File: src/rtl/vx_csa_accum.sv
// rtl/vx_csa_accum.sv - streaming carry-save accumulator with segmented resolve
// Beats fold into a redundant (sum, carry) pair; frame end resolves it SEG bits per cycle.

module vx_csa_accum #(
   parameter int N      = 4,
   parameter int W      = 8,
   parameter int ACC_W  = 32,
   parameter int SEG    = 8,
   parameter int CNT_W  = 16,
   parameter int SIGNED = 0
) (
   input  logic               clk,
   input  logic               reset_n,
   input  logic               in_valid,
   output logic               in_ready,
   input  logic [N*W-1:0]     in_operands,
   input  logic               in_last,
   output logic               out_valid,
   input  logic               out_ready,
   output logic [ACC_W-1:0]   out_sum,
   output logic [CNT_W-1:0]   out_beats
);

   localparam int NSEG   = (ACC_W + SEG - 1) / SEG;
   localparam int PAD_W  = NSEG * SEG;
   localparam int SIDX_W = (NSEG > 1) ? $clog2(NSEG) : 1;

   typedef enum logic [1:0] {
      ST_ACCUM   = 2'd0,
      ST_RESOLVE = 2'd1,
      ST_OUTPUT  = 2'd2
   } state_t;

   state_t              state_q;
   state_t              state_d;
   logic [ACC_W-1:0]    acc_s;
   logic [ACC_W-1:0]    acc_c;
   logic [CNT_W-1:0]    count;
   logic [SIDX_W-1:0]   seg_idx;
   logic                carry;
   logic [PAD_W-1:0]    result;

   logic [ACC_W-1:0]    csa_s;
   logic [ACC_W-1:0]    csa_c;
   logic [ACC_W-1:0]    ext;
   logic [ACC_W-1:0]    maj;
   logic [PAD_W-1:0]    s_pad;
   logic [PAD_W-1:0]    c_pad;
   logic [SEG:0]        seg_sum;

   // Chain of 3:2 compressors: each operand is absorbed without any carry ripple.
   always_comb begin
      csa_s = acc_s;
      csa_c = acc_c;
      ext   = '0;
      maj   = '0;
      for (int i = 0; i < N; i++) begin
         ext = '0;
         for (int b = 0; b < W; b++) begin
            ext[b] = in_operands[i*W + b];
         end
         for (int b = W; b < ACC_W; b++) begin
            ext[b] = (SIGNED != 0) && in_operands[i*W + W - 1];
         end
         maj   = (csa_s & csa_c) | (csa_s & ext) | (csa_c & ext);
         csa_s = csa_s ^ csa_c ^ ext;
         csa_c = maj << 1;
      end
   end

   always_comb begin
      s_pad   = PAD_W'(acc_s);
      c_pad   = PAD_W'(acc_c);
      seg_sum = {1'b0, s_pad[seg_idx*SEG +: SEG]} + {1'b0, c_pad[seg_idx*SEG +: SEG]}
              + {{SEG{1'b0}}, carry};
   end

   always_ff @(posedge clk or negedge reset_n) begin
      if (!reset_n) begin
         state_q <= ST_ACCUM;
      end else begin
         state_q <= state_d;
      end
   end

   always_comb begin
      state_d = state_q;
      case (state_q)
         ST_ACCUM:   if (in_valid && in_last) state_d = ST_RESOLVE;
         ST_RESOLVE: if (seg_idx == SIDX_W'(NSEG - 1)) state_d = ST_OUTPUT;
         ST_OUTPUT:  if (out_ready) state_d = ST_ACCUM;
         default:    state_d = ST_ACCUM;
      endcase
   end

   always_ff @(posedge clk or negedge reset_n) begin
      if (!reset_n) begin
         acc_s   <= '0;
         acc_c   <= '0;
         count   <= '0;
         seg_idx <= '0;
         carry   <= 1'b0;
         result  <= '0;
      end else begin
         case (state_q)
            ST_ACCUM: begin
               if (in_valid) begin
                  acc_s <= csa_s;
                  acc_c <= csa_c;
                  if (count != '1) count <= count + 1'b1;
                  if (in_last) begin
                     seg_idx <= '0;
                     carry   <= 1'b0;
                  end
               end
            end
            ST_RESOLVE: begin
               // Bits above ACC_W in the top segment are padding and never reach out_sum.
               result[seg_idx*SEG +: SEG] <= seg_sum[SEG-1:0];
               carry                      <= seg_sum[SEG];
               seg_idx                    <= seg_idx + 1'b1;
            end
            ST_OUTPUT: begin
               if (out_ready) begin
                  acc_s <= '0;
                  acc_c <= '0;
                  count <= '0;
               end
            end
            default: ;
         endcase
      end
   end

   assign in_ready  = (state_q == ST_ACCUM);
   assign out_valid = (state_q == ST_OUTPUT);
   assign out_sum   = result[ACC_W-1:0];
   assign out_beats = count;

endmodule

File: config.mk
export PLATFORM = sky130hd
export DESIGN_NAME = vx_csa_accum
export DESIGN_NICKNAME = d
export VERILOG_FILES = /design/src/rtl/vx_csa_accum.sv
export SDC_FILE = /design/constraint.sdc
export NUM_CORES = 1
export LEC_CHECK = 0
export CAP_MARGIN = 20
export CORE_UTILIZATION = 50
export CTS_CLUSTER_DIAMETER = 120
export DETAILED_ROUTE_END_ITERATION = 12
export PLACE_DENSITY = 0.8
export SLEW_MARGIN = 25
export SYNTH_ARGS = -nofsm -noshare
export SYNTH_HDL_FRONTEND = slang
export SYNTH_SLANG_ARGS = --single-unit
File: constraint.sdc
create_clock -name clk -period 3.4 [get_ports clk]
set_input_delay 0.68 -clock clk [delete_from_list [all_inputs] [get_ports clk]]
set_output_delay 0.68 -clock clk [all_outputs]
set_load 0.05 [all_outputs]
* After elaboration in Yosys (flattened, before gate mapping)
Index checks and enable logic that the tools add are counted.
** Word-level totals
- Input bits :: 37
- Register bits after elaboration :: 117
- Logic and storage cells :: 82
** Cells by class
- Bitwise gates (word level) :: 28
- Reduce and logical (&&, ||, !) cells :: 8
- Equal/unequal tests :: 10
- Add/subtract/negate cells :: 5
- Multiplexer cells :: 20
- Shifts and indexed selects :: 4
** Operators by type and width (count)
- $and A31 B8 Y31 :: 8
- $or A31 B31 Y31 :: 8
- $pmux W32 S2 :: 2
- $xor A32 B32 Y32 :: 4
- $xor A32 B8 Y32 :: 4
- $and A31 B31 Y31 :: 4
- $mux W32 :: 3
- $shiftx A32 B6 Y8 :: 2
- $mux W16 :: 3
- $neg A5 Y34 :: 1
- $shift A8 B34 Y32 const A :: 1
- $shiftx A8 B34 Y32 :: 1
- $bwmux W32 :: 1
- $pmux W16 S2 :: 1
- $add A16 B1 Y16 const B :: 1
- $ne A16 B16 Y1 const B :: 1
- $mux W2 :: 5
- $add A8 B8 Y9 :: 1
- $add A9 B1 Y9 :: 1
- $reduce_and A3 Y1 :: 3
- $ne A2 B1 Y1 const B :: 4
- $pmux W2 S3 :: 1
- $eq A2 B2 Y1 const B :: 2
- $ne A2 B2 Y1 const B :: 2
- other kinds (9) :: 11

* Longest topological paths before layout
Gate-level depths: netlist of run 1.
- Depth after elaboration :: 14
- Mapped depth :: 11
- Gate-level depth less buffers :: 9

* Worst setup path before layout of run 1
Ideal clock, no wire load.
- Kind :: register to register
- Start :: reg seg_idx[0]
- End :: reg result[14] (netlist: out_sum[14])
- Data arrival time :: 3.285 ns
- Cell stages (with the launch flop) :: 12
- Path slack :: -0.019 ns
- Path buffers :: 2
- Cells stage by stage :: dfrtp_1 > buf_2 > buf_1 > inv_1 > nand3_1 > o21ai_0 > fa_1 > fa_1 > a211o_1 > a2111o_1 > o211ai_1 > o21ai_0
** On the way
- Word-level cells in the longest chain between the ends :: 5
- Elaborated cells on any way between the ends :: 8
- Classes of those cells :: add/sub (3); shift (4); mux (1)
** Ends and longest elaborated chain
- start: declaration :: RTL line 39 : logic [SIDX_W-1:0] seg_idx;
- start signal: assignment :: RTL line 121 : seg_idx <= seg_idx + 1'b1;
- $shiftx A32 B6 Y8 :: RTL line 74 : seg_sum = {1'b0, s_pad[seg_idx*SEG +: SEG]} + {1'b0, c_pad[seg_idx*SEG +: SEG]}
- $add A8 B8 Y9 :: RTL line 74
- $add A9 B1 Y9 :: RTL line 75 : + {{SEG{1'b0}}, carry};
- $shiftx A8 B34 Y32 :: RTL line 119 : result[seg_idx*SEG +: SEG] <= seg_sum[SEG-1:0];
- $bwmux W32 (*) :: RTL line 119
- end signal: indexed assignment :: RTL line 119
- end: declaration :: RTL line 41 : logic [PAD_W-1:0] result;
Mark *: on every way between the ends. The rest lies on a longest branch, timed or not.
A chain may end at the register's enable or synchronous reset.

* Worst setup path in the final report of run 1
- Start :: reg seg_idx[0]
- End :: reg result[29] (netlist: out_sum[29])
Same word-level chain as after synthesis.

==> results of run 1 <==
## metrics by stage
stage,utilization [%],setup WS [ns]
2_1_floorplan,-,0.2513
3_3_place_gp,58.50,0.01807
3_5_place_dp,58.50,-0.1384
4_1_cts,63.01,0.2540
5_1_grt,63.01,0.08736
6_report,63.01,0.2175
## cell families (layout without fill, tap and decap cells)
kind of cell,after synthesis,after routing,share of synthesized area [%]
AOI/OAI and AO/OA,159,159,15.88
adders and majority gates,139,139,26.44
DFF,116,116,39.06
and+or+nand+nor,112,112,8.217
buffers and inverters,71,171,4.024
muxes,24,24,5.792
xor gates and xnor gates,5,5,0.5893
## cells in the final DEF, fill, tap and decap left out, types with 10 or more instances in the layout
cell | synthesis | final
sky130_fd_sc_hd__dfrtp_1 | 116 | 116
sky130_fd_sc_hd__ha_1 | 109 | 109
sky130_fd_sc_hd__clkdlybuf4s50_1 | 0 | 85
sky130_fd_sc_hd__a22o_1 | 68 | 68
sky130_fd_sc_hd__inv_1 | 45 | 45
sky130_fd_sc_hd__nand2_1 | 40 | 40
sky130_fd_sc_hd__o21ai_0 | 36 | 36
sky130_fd_sc_hd__fa_1 | 30 | 30
sky130_fd_sc_hd__clkbuf_16 | 0 | 17
sky130_fd_sc_hd__a21oi_1 | 16 | 16
sky130_fd_sc_hd__mux4_2 | 15 | 15
sky130_fd_sc_hd__nand3_1 | 10 | 10
## sequential cells by signal (all words and copies together), names as in the netlist
register	cells
state_q	2
carry	1
acc_s	32
out_sum	32
out_beats	16
acc_c	31
seg_idx	2
## routing by layer
| metal | vias to the layer above | wire [um] | track usage (%) |
|---|---|---|---|
| met4 | 0 | 595 | 11.61 |
| met2 | 213 | 8914 | 43.40 |
| met3 | 51 | 1001 | 5.907 |
| li1 | 2518 | - | - |
| met5 | - | 0 | 0 |
| met1 | 2825 | 7637 | 32.06 |
## cells in the mapped netlist, types with 4 or more instances
library cell	number	share of area [%]
sky130_fd_sc_hd__nand3b_1	5	0.51
sky130_fd_sc_hd__buf_1	8	0.40
sky130_fd_sc_hd__mux2i_1	7	0.94
sky130_fd_sc_hd__dfrtp_1	116	39
sky130_fd_sc_hd__a22o_1	68	8.0
sky130_fd_sc_hd__mux4_2	15	4.5
sky130_fd_sc_hd__a21oi_1	16	1.1
sky130_fd_sc_hd__clkbuf_1	13	0.66
sky130_fd_sc_hd__nand2b_1	8	0.67
sky130_fd_sc_hd__o31ai_1	5	0.51
sky130_fd_sc_hd__o21ai_0	36	2.4
sky130_fd_sc_hd__a211oi_1	7	0.71
sky130_fd_sc_hd__fa_1	30	8.1
sky130_fd_sc_hd__or2_2	6	0.51
sky130_fd_sc_hd__inv_1	45	2.3
sky130_fd_sc_hd__ha_1	109	18
sky130_fd_sc_hd__nand3_1	10	0.67
sky130_fd_sc_hd__nor2_1	10	0.51
sky130_fd_sc_hd__or4_1	8	0.81
sky130_fd_sc_hd__a211o_1	5	0.59
sky130_fd_sc_hd__xnor2_1	5	0.59
sky130_fd_sc_hd__or3b_2	4	0.47
sky130_fd_sc_hd__nand2_1	40	2.0
## report_power, final
part,total (mW),internal [mW],switching [mW]
clock,2.00,1.37,0.631
combinational,4.49,1.77,2.71
sequential,2.22,1.76,0.455
## critical path, stage by stage, from the launching register on
cell and delay, ns:
sky130_fd_sc_hd__dfrtp_1 0.37, sky130_fd_sc_hd__buf_4 0.22, sky130_fd_sc_hd__buf_4 0.27, sky130_fd_sc_hd__mux4_2 0.55, sky130_fd_sc_hd__ha_1 0.38, sky130_fd_sc_hd__o21ai_0 0.21, sky130_fd_sc_hd__or4b_2 0.66, sky130_fd_sc_hd__o2111ai_1 0.26
sky130_fd_sc_hd__a22o_1 0.20
## area by class of cell
| type | count | area share, % |
|---|---|---|
| inverter | 45 | 1.845 |
| timing repair buffer | 96 | 10.47 |
| sequential | 116 | 31.70 |
| clock inverter | 9 | 1.913 |
| clock buffer | 21 | 5.247 |
| multi-input combinational | 439 | 46.32 |
| tap | 184 | 2.514 |
## worst max path at each step
stage	start	end	slack (ns)	cells after the start
floorplan	seg_idx[0]$_DFFE_PN0P_	out_sum[14]$_DFFE_PN0P_	0.25	11
global placement	in_operands[7]	acc_s[7]$_DFFE_PN0P_	0.02	7
global route	seg_idx[0]$_DFFE_PN0P_	out_sum[21]$_DFFE_PN0P_	0.09	8
finish	seg_idx[0]$_DFFE_PN0P_	out_sum[29]$_DFFE_PN0P_	0.22	8
detailed placement	in_operands[4]	acc_s[4]$_DFFE_PN0P_	-0.14	7
CTS	acc_s[8]$_DFFE_PN0P_	out_sum[6]$_DFFE_PN0P_	0.25	7
==> implementation parameters, run 1 <==
Parameter                              Value

Drt
  Pre-antenna DRT Iters ... 5
  Antenna violation net count after detailed routing ... 0
  Routed len/inst ... ~20 um
  Overall routed net length ... roughly 18 mm
  DRT iter0 DRCs ... ~390
  Vias per cell ... 6.162
  Post-detailed-route DRC marker count ... 0
  Via count ... around 5.6k

Timing
  Achievable frequency ... around 310 MHz
  Time the worst path needs with I/O delays and setup ... between 3 and 4 ns
  Clock Skew ... 0.007568 ns
  Final slew viol count ... 0
  Crit share post-route ... about 94%
  Unrepaired setup endpoints after global routing ... no
  Hold Slack ... approximately 0.33 ns
  Relative slew margins ... approximately 50%
  Total negative slack for setup checks ... 0 ns
  Final count of hold timing violations ... 0
  Total of endpoints with negative setup slack in the final report ... 0
  Least-Margin Pin Slew ... between 0.7 and 0.8 ns

Place
  Detailed Place HPWL ... approximately 13 mm
  Placed inst area ... between 8000 and 9000 sq um
  Post-Place Cells ... just under 900
  Port Buffer Count ... between 80 and 90
  Final estimated routing congestion in global placement ... 0.9250

Synth
  Count of yosys warnings during synthesis ... 0
  Portion of the post-synthesis area used by sequential elements ... 39.06%
  Post-synthesis instance area ... between 7000 and 8000 sq um
  Top flip-flop cell by instance count after synthesis ... sky130_fd_sc_hd__dfrtp_1
  Post-synthesis area per instance ... between 10 and 15 sq um
  Count of different cell masters after synthesis ... 56
  Asr flop ratio synth ... between 90% and 100%
  Number of flip-flops and latches in the synthesized netlist ... 116
  Synthesized net count ... 802
  Count of flip-flops with a built-in enable after synthesis ... 0
  Post-Synthesis Cells ... approximately 630

Final layout
  Share of post-route cells with drive strength above 1 ... around a tenth
  Diode count ... 0
  Combined area of the multi-input logic cells ... ~4200 sq um
  Final Instance Area ... around 9200 sq um
  Area added between synthesis and finish ... 23.24%
  # fillers ... between 1k and 1.5k
  Area used by sequential logic in the layout ... roughly 2900 sq um
  Final std cells w/o fill ... a little over 900
  Final net count ... approximately 890

Worst setup path
  Data arrival, critical path ... 3.54 ns
  Kind of critical path ... reg -> reg
  Endpoint kind of the worst setup timing path ... flip-flop
  Depth of the most critical reg-to-reg path ... 8
  Required time at the endpoint of the critical path ... approximately 3.8 ns
  Reg2Reg Launch Point ... seg_idx[0]$_DFFE_PN0P_
  Largest fanout of any net on the critical path ... 12
  R2R Setup Slk ... ~0.22 ns
  End of the worst register-to-register path ... out_sum[29]$_DFFE_PN0P_
  CP Launch Type ... flip-flop

Global route
  Number of global-route vias before repair ... ~5.8k
  Maximum number of pins on one net before global-route repair ... 60
  Global route overflow ... 0
  Wire length of the first global-routing pass ... 29.66 mm
  Number of antenna violations at the first check in global routing ... 0
  Global router's overall resource usage ... around a quarter

Hold path
  Type of the tightest min-delay check ... in -> async

Job
  Number of max-cap violations ... 0

Floorplan
  # rows ... 44
  Area of the die ... between 15,000 and 20,000 sq um
  Boundary pin count ... 87
  Width of the chip ... between 100 and 150 um
  Core area ... 14,530 sq um
  Starting density of the core ... slightly above 50%
  Die Y ... around 120 um

Clock tree
  CTS clock-pin slew for the worst setup and hold paths ... roughly 0.050 ns
  Number of hold buffers added after CTS ... 0
  Clock tree from TritonCTS ... done
  Setup Buffers After CTS ... 0
  Maximum level of the CTS H-tree ... 4
  Maximum clock path buffer count ... 2
  Post-CTS Resized ... 0
  Clock sinks ... 116
  Latest clock arrival within the worst-skew pair ... between 0.4 and 0.5 ns
  Root cell of the clock tree ... sky130_fd_sc_hd__clkbuf_16
  Number of buffers inserted during clock tree synthesis ... 17

Power and ir drop
  Total Power Consumption ... around 8.7 mW
  Power per Cell Area ... 950.3 nW/um^2
  P_leak ... roughly 4.6 nW
  IR Drop Worst-Case VDD ... 555.5 uV

Status
  Run status ... finished, final reports clean
No activity file was read; power rests on OpenSTA's default activity.
==> run 2: changes to the inputs <==
Settings changed: CAP_MARGIN 20 to default, MAX_ROUTING_LAYER from default to met4.
==> run 2 against run 1 <==
Against the previous run: wire length is 0.14% lower; worst setup slack worse by 0.011 ns; sequential cell count stayed put; critical path depth stayed put; maximum frequency is 0.33% lower; register-to-register slack hardly changed; core utilization stayed put.
==> implementation parameters, run 2 (synthesized netlist as in run 1, its figures left out) <==
Parameter                              Value

Status
  Run status ... finished, final reports clean

Floorplan
  Area of the die ... 15,350 sq um (unchanged)
  Core area ... 14,530 sq um (unchanged)
  Boundary pin count ... 87 (unchanged)
  Die Y ... 123.9 um (unchanged)
  # rows ... 44 (unchanged)
  Width of the chip ... 123.9 um (unchanged)
  Starting density of the core ... 51.13% (unchanged)

Worst setup path
  Delay of the slowest critical-path stage ... 0.66 ns (about the same)
  Endpoint kind of the worst setup timing path ... flip-flop
  Cell seen most often among critical-path stages ... sky130_fd_sc_hd__buf_4
  Required time at the endpoint of the critical path ... 3.75 ns (about the same)
  Data arrival, critical path ... 3.55 ns (about the same)
  CP Launch Type ... flip-flop
  Kind of critical path ... reg -> reg
  Master of the slowest instance on the critical path ... sky130_fd_sc_hd__or4b_2
  Largest fanout of any net on the critical path ... 12 (unchanged)
  CP cell instances ... buf_4, buf_4, mux4_2, ha_1, o21ai_0, or4b_2, o2111ai_1, a22o_1

Clock tree
  Number of hold buffers added after CTS ... 0 (unchanged)
  Post-CTS Resized ... 0 (unchanged)
  Number of buffers inserted during clock tree synthesis ... 17 (unchanged)
  Clock sinks ... 116 (unchanged)
  Setup Buffers After CTS ... 0 (unchanged)
  Clock tree from TritonCTS ... done
  Root cell of the clock tree ... sky130_fd_sc_hd__clkbuf_16
  CTS clock-pin slew for the worst setup and hold paths ... 0.05 ns (about the same)
  Latest clock arrival within the worst-skew pair ... 0.42 ns (about the same)
  Maximum level of the CTS H-tree ... 4 (unchanged)
  Maximum clock path buffer count ... 2 (unchanged)

Power and ir drop
  IR Drop Worst-Case VDD ... 551.5 uV (-0.72%)
  Total Power Consumption ... 8.697 mW (about the same)
  Power per Cell Area ... 949.7 nW/um^2 (about the same)
  P_leak ... 4.600 nW (unchanged)

Final layout
  Most frequent standard cell in the layout excluding fill and tap cells ... sky130_fd_sc_hd__dfrtp_1
  Diode count ... 0 (unchanged)
  Area added between synthesis and finish ... 23.24% (unchanged)
  Leading cell types in the layout, fill and taps excluded ... 116 x sky130_fd_sc_hd__dfrtp_1, 109 x sky130_fd_sc_hd__ha_1, 85 x sky130_fd_sc_hd__clkdlybuf4s50_1
  Share of post-route cells with drive strength above 1 ... 10.61% (unchanged)
  Final net count ... 891 (unchanged)
  Final Instance Area ... 9158 sq um (unchanged)

Place
  Detailed Place HPWL ... 13.34 mm (unchanged)
  Worst-case setup slack after placement ... -0.1384 ns (unchanged)
  Final estimated routing congestion in global placement ... 0.9413 (+1.8%)
  Port Buffer Count ... 86 (unchanged)
  Placed inst area ... 8502 sq um (unchanged)

Job
  Number of max-cap violations ... 0 (unchanged)

Timing
  Relative slew margins ... 50.51% (+0.64 points)
  Unrepaired setup endpoints after global routing ... no
  Total of endpoints with negative setup slack in the final report ... 0 (unchanged)
  Post-route worst setup slack ... 0.2069 ns (-0.01059 ns)
  Crit share post-route ... 93.91% (+0.31 points)
  Final slew viol count ... 0 (unchanged)
  Least-Margin Pin Slew ... 0.7366 ns (-0.01526 ns)
  Final count of hold timing violations ... 0 (unchanged)
  Clock Skew ... 0.007056 ns (-0.0005112 ns)
  Time the worst path needs with I/O delays and setup ... 3.193 ns (+0.01059 ns)
  Achievable frequency ... 313.2 MHz (-0.33%)

Drt
  Pre-antenna DRT Iters ... 6 (+1)
  Routed len/inst ... 19.92 um (-0.14%)
  Antenna violation net count after detailed routing ... 0 (unchanged)
  Vias per cell ... 6.182 (+0.34%)
  DRT iter0 DRCs ... 389 (unchanged)
  Total length of routed met3 wires ... 1.055 mm (+5.4%)
  Post-detailed-route DRC marker count ... 0 (unchanged)
  Overall routed net length ... 18.12 mm (-0.14%)
  Via count ... 5,626 (+0.34%)
  Detailed-routing wirelength on met1 ... 7.556 mm (-1.1%)
  WL met2 ... 8.899 mm (-0.17%)
  Top sig layer ... met4

Global route
  Number of global-route vias before repair ... 5,845 (+0.086%)
  Wire length of the first global-routing pass ... 29.65 mm (about the same)
  Global route overflow ... 0 (unchanged)
  Number of antenna violations at the first check in global routing ... 0 (unchanged)
  Global router's overall resource usage ... 26.74% (+0.80 points)
  Maximum number of pins on one net before global-route repair ... 60 (unchanged)

Hold path
  Type of the tightest min-delay check ... in -> async
==> run 2: report_power, final <==
group | switching, mW | internal [mW] | leakage, nW
sequential | 0.456 | 1.76 | 1.57
combinational | 2.71 | 1.77 | 2.71
clock | 0.631 | 1.37 | 0.317
total | 3.79 | 4.90 | 4.60
==> run 2: per-stage QoR <==
step / hold WS [ns] / TNS (ns) / util [%] / instances
after floorplan: 0.3844 / 0 / - / 626
after global placement: 0.4817 / 0 / 58.50 / 880
after detailed placement: 0.4885 / -0.3871 / 58.50 / 880
after CTS: 0.3563 / 0 / 63.01 / 910
after global routing: 0.3815 / 0 / 63.01 / 910
final: 0.3182 / 0 / 63.01 / 910
==> run 2: path summary, 6_finish.rpt <==
path / to / cells past startpoint / slack [ns] / startpoint
max in group asynchronous: acc_s[21]$_DFFE_PN0P_ / 2 / 2.31 / reset_n
min in group clk: out_sum[14]$_DFFE_PN0P_ / 2 / 0.49 / out_sum[14]$_DFFE_PN0P_
min: out_beats[1]$_DFFE_PN0P_ / 1 / 0.32 / reset_n
min reg2reg: out_sum[14]$_DFFE_PN0P_ / 2 / 0.49 / out_sum[14]$_DFFE_PN0P_
max: out_sum[29]$_DFFE_PN0P_ / 8 / 0.21 / seg_idx[0]$_DFFE_PN0P_
max reg2reg: out_sum[29]$_DFFE_PN0P_ / 8 / 0.21 / seg_idx[0]$_DFFE_PN0P_
==> run 2: layout make-up <==
type | count | area, sq um
fill | 1097 | 5376
multi-input combinational | 439 | 4242
sequential | 116 | 2903
timing repair buffer | 96 | 958.4
clock buffer | 21 | 480.5
tap | 184 | 230.2
clock inverter | 9 | 175.2
inverter | 45 | 168.9
==> run 2: metal layers <==
metal	global-route usage (%)	up-vias
met4	11.61	0
met3	6.090	55
met5	-	-
met1	32.03	2837
met2	43.40	214
li1	-	2520
==> run 2: worst max-delay path: cells and delay by family (launching register included) <==
| kind | cells | cell delay [ns] |
|---|---|---|
| adders and majority gates | 1 | 0.38 |
| DFF | 1 | 0.37 |
| AOI/OAI and AO/OA | 3 | 0.67 |
| and+or+nand+nor | 1 | 0.66 |
| buffers and inverters | 2 | 0.49 |
| muxes | 1 | 0.55 |
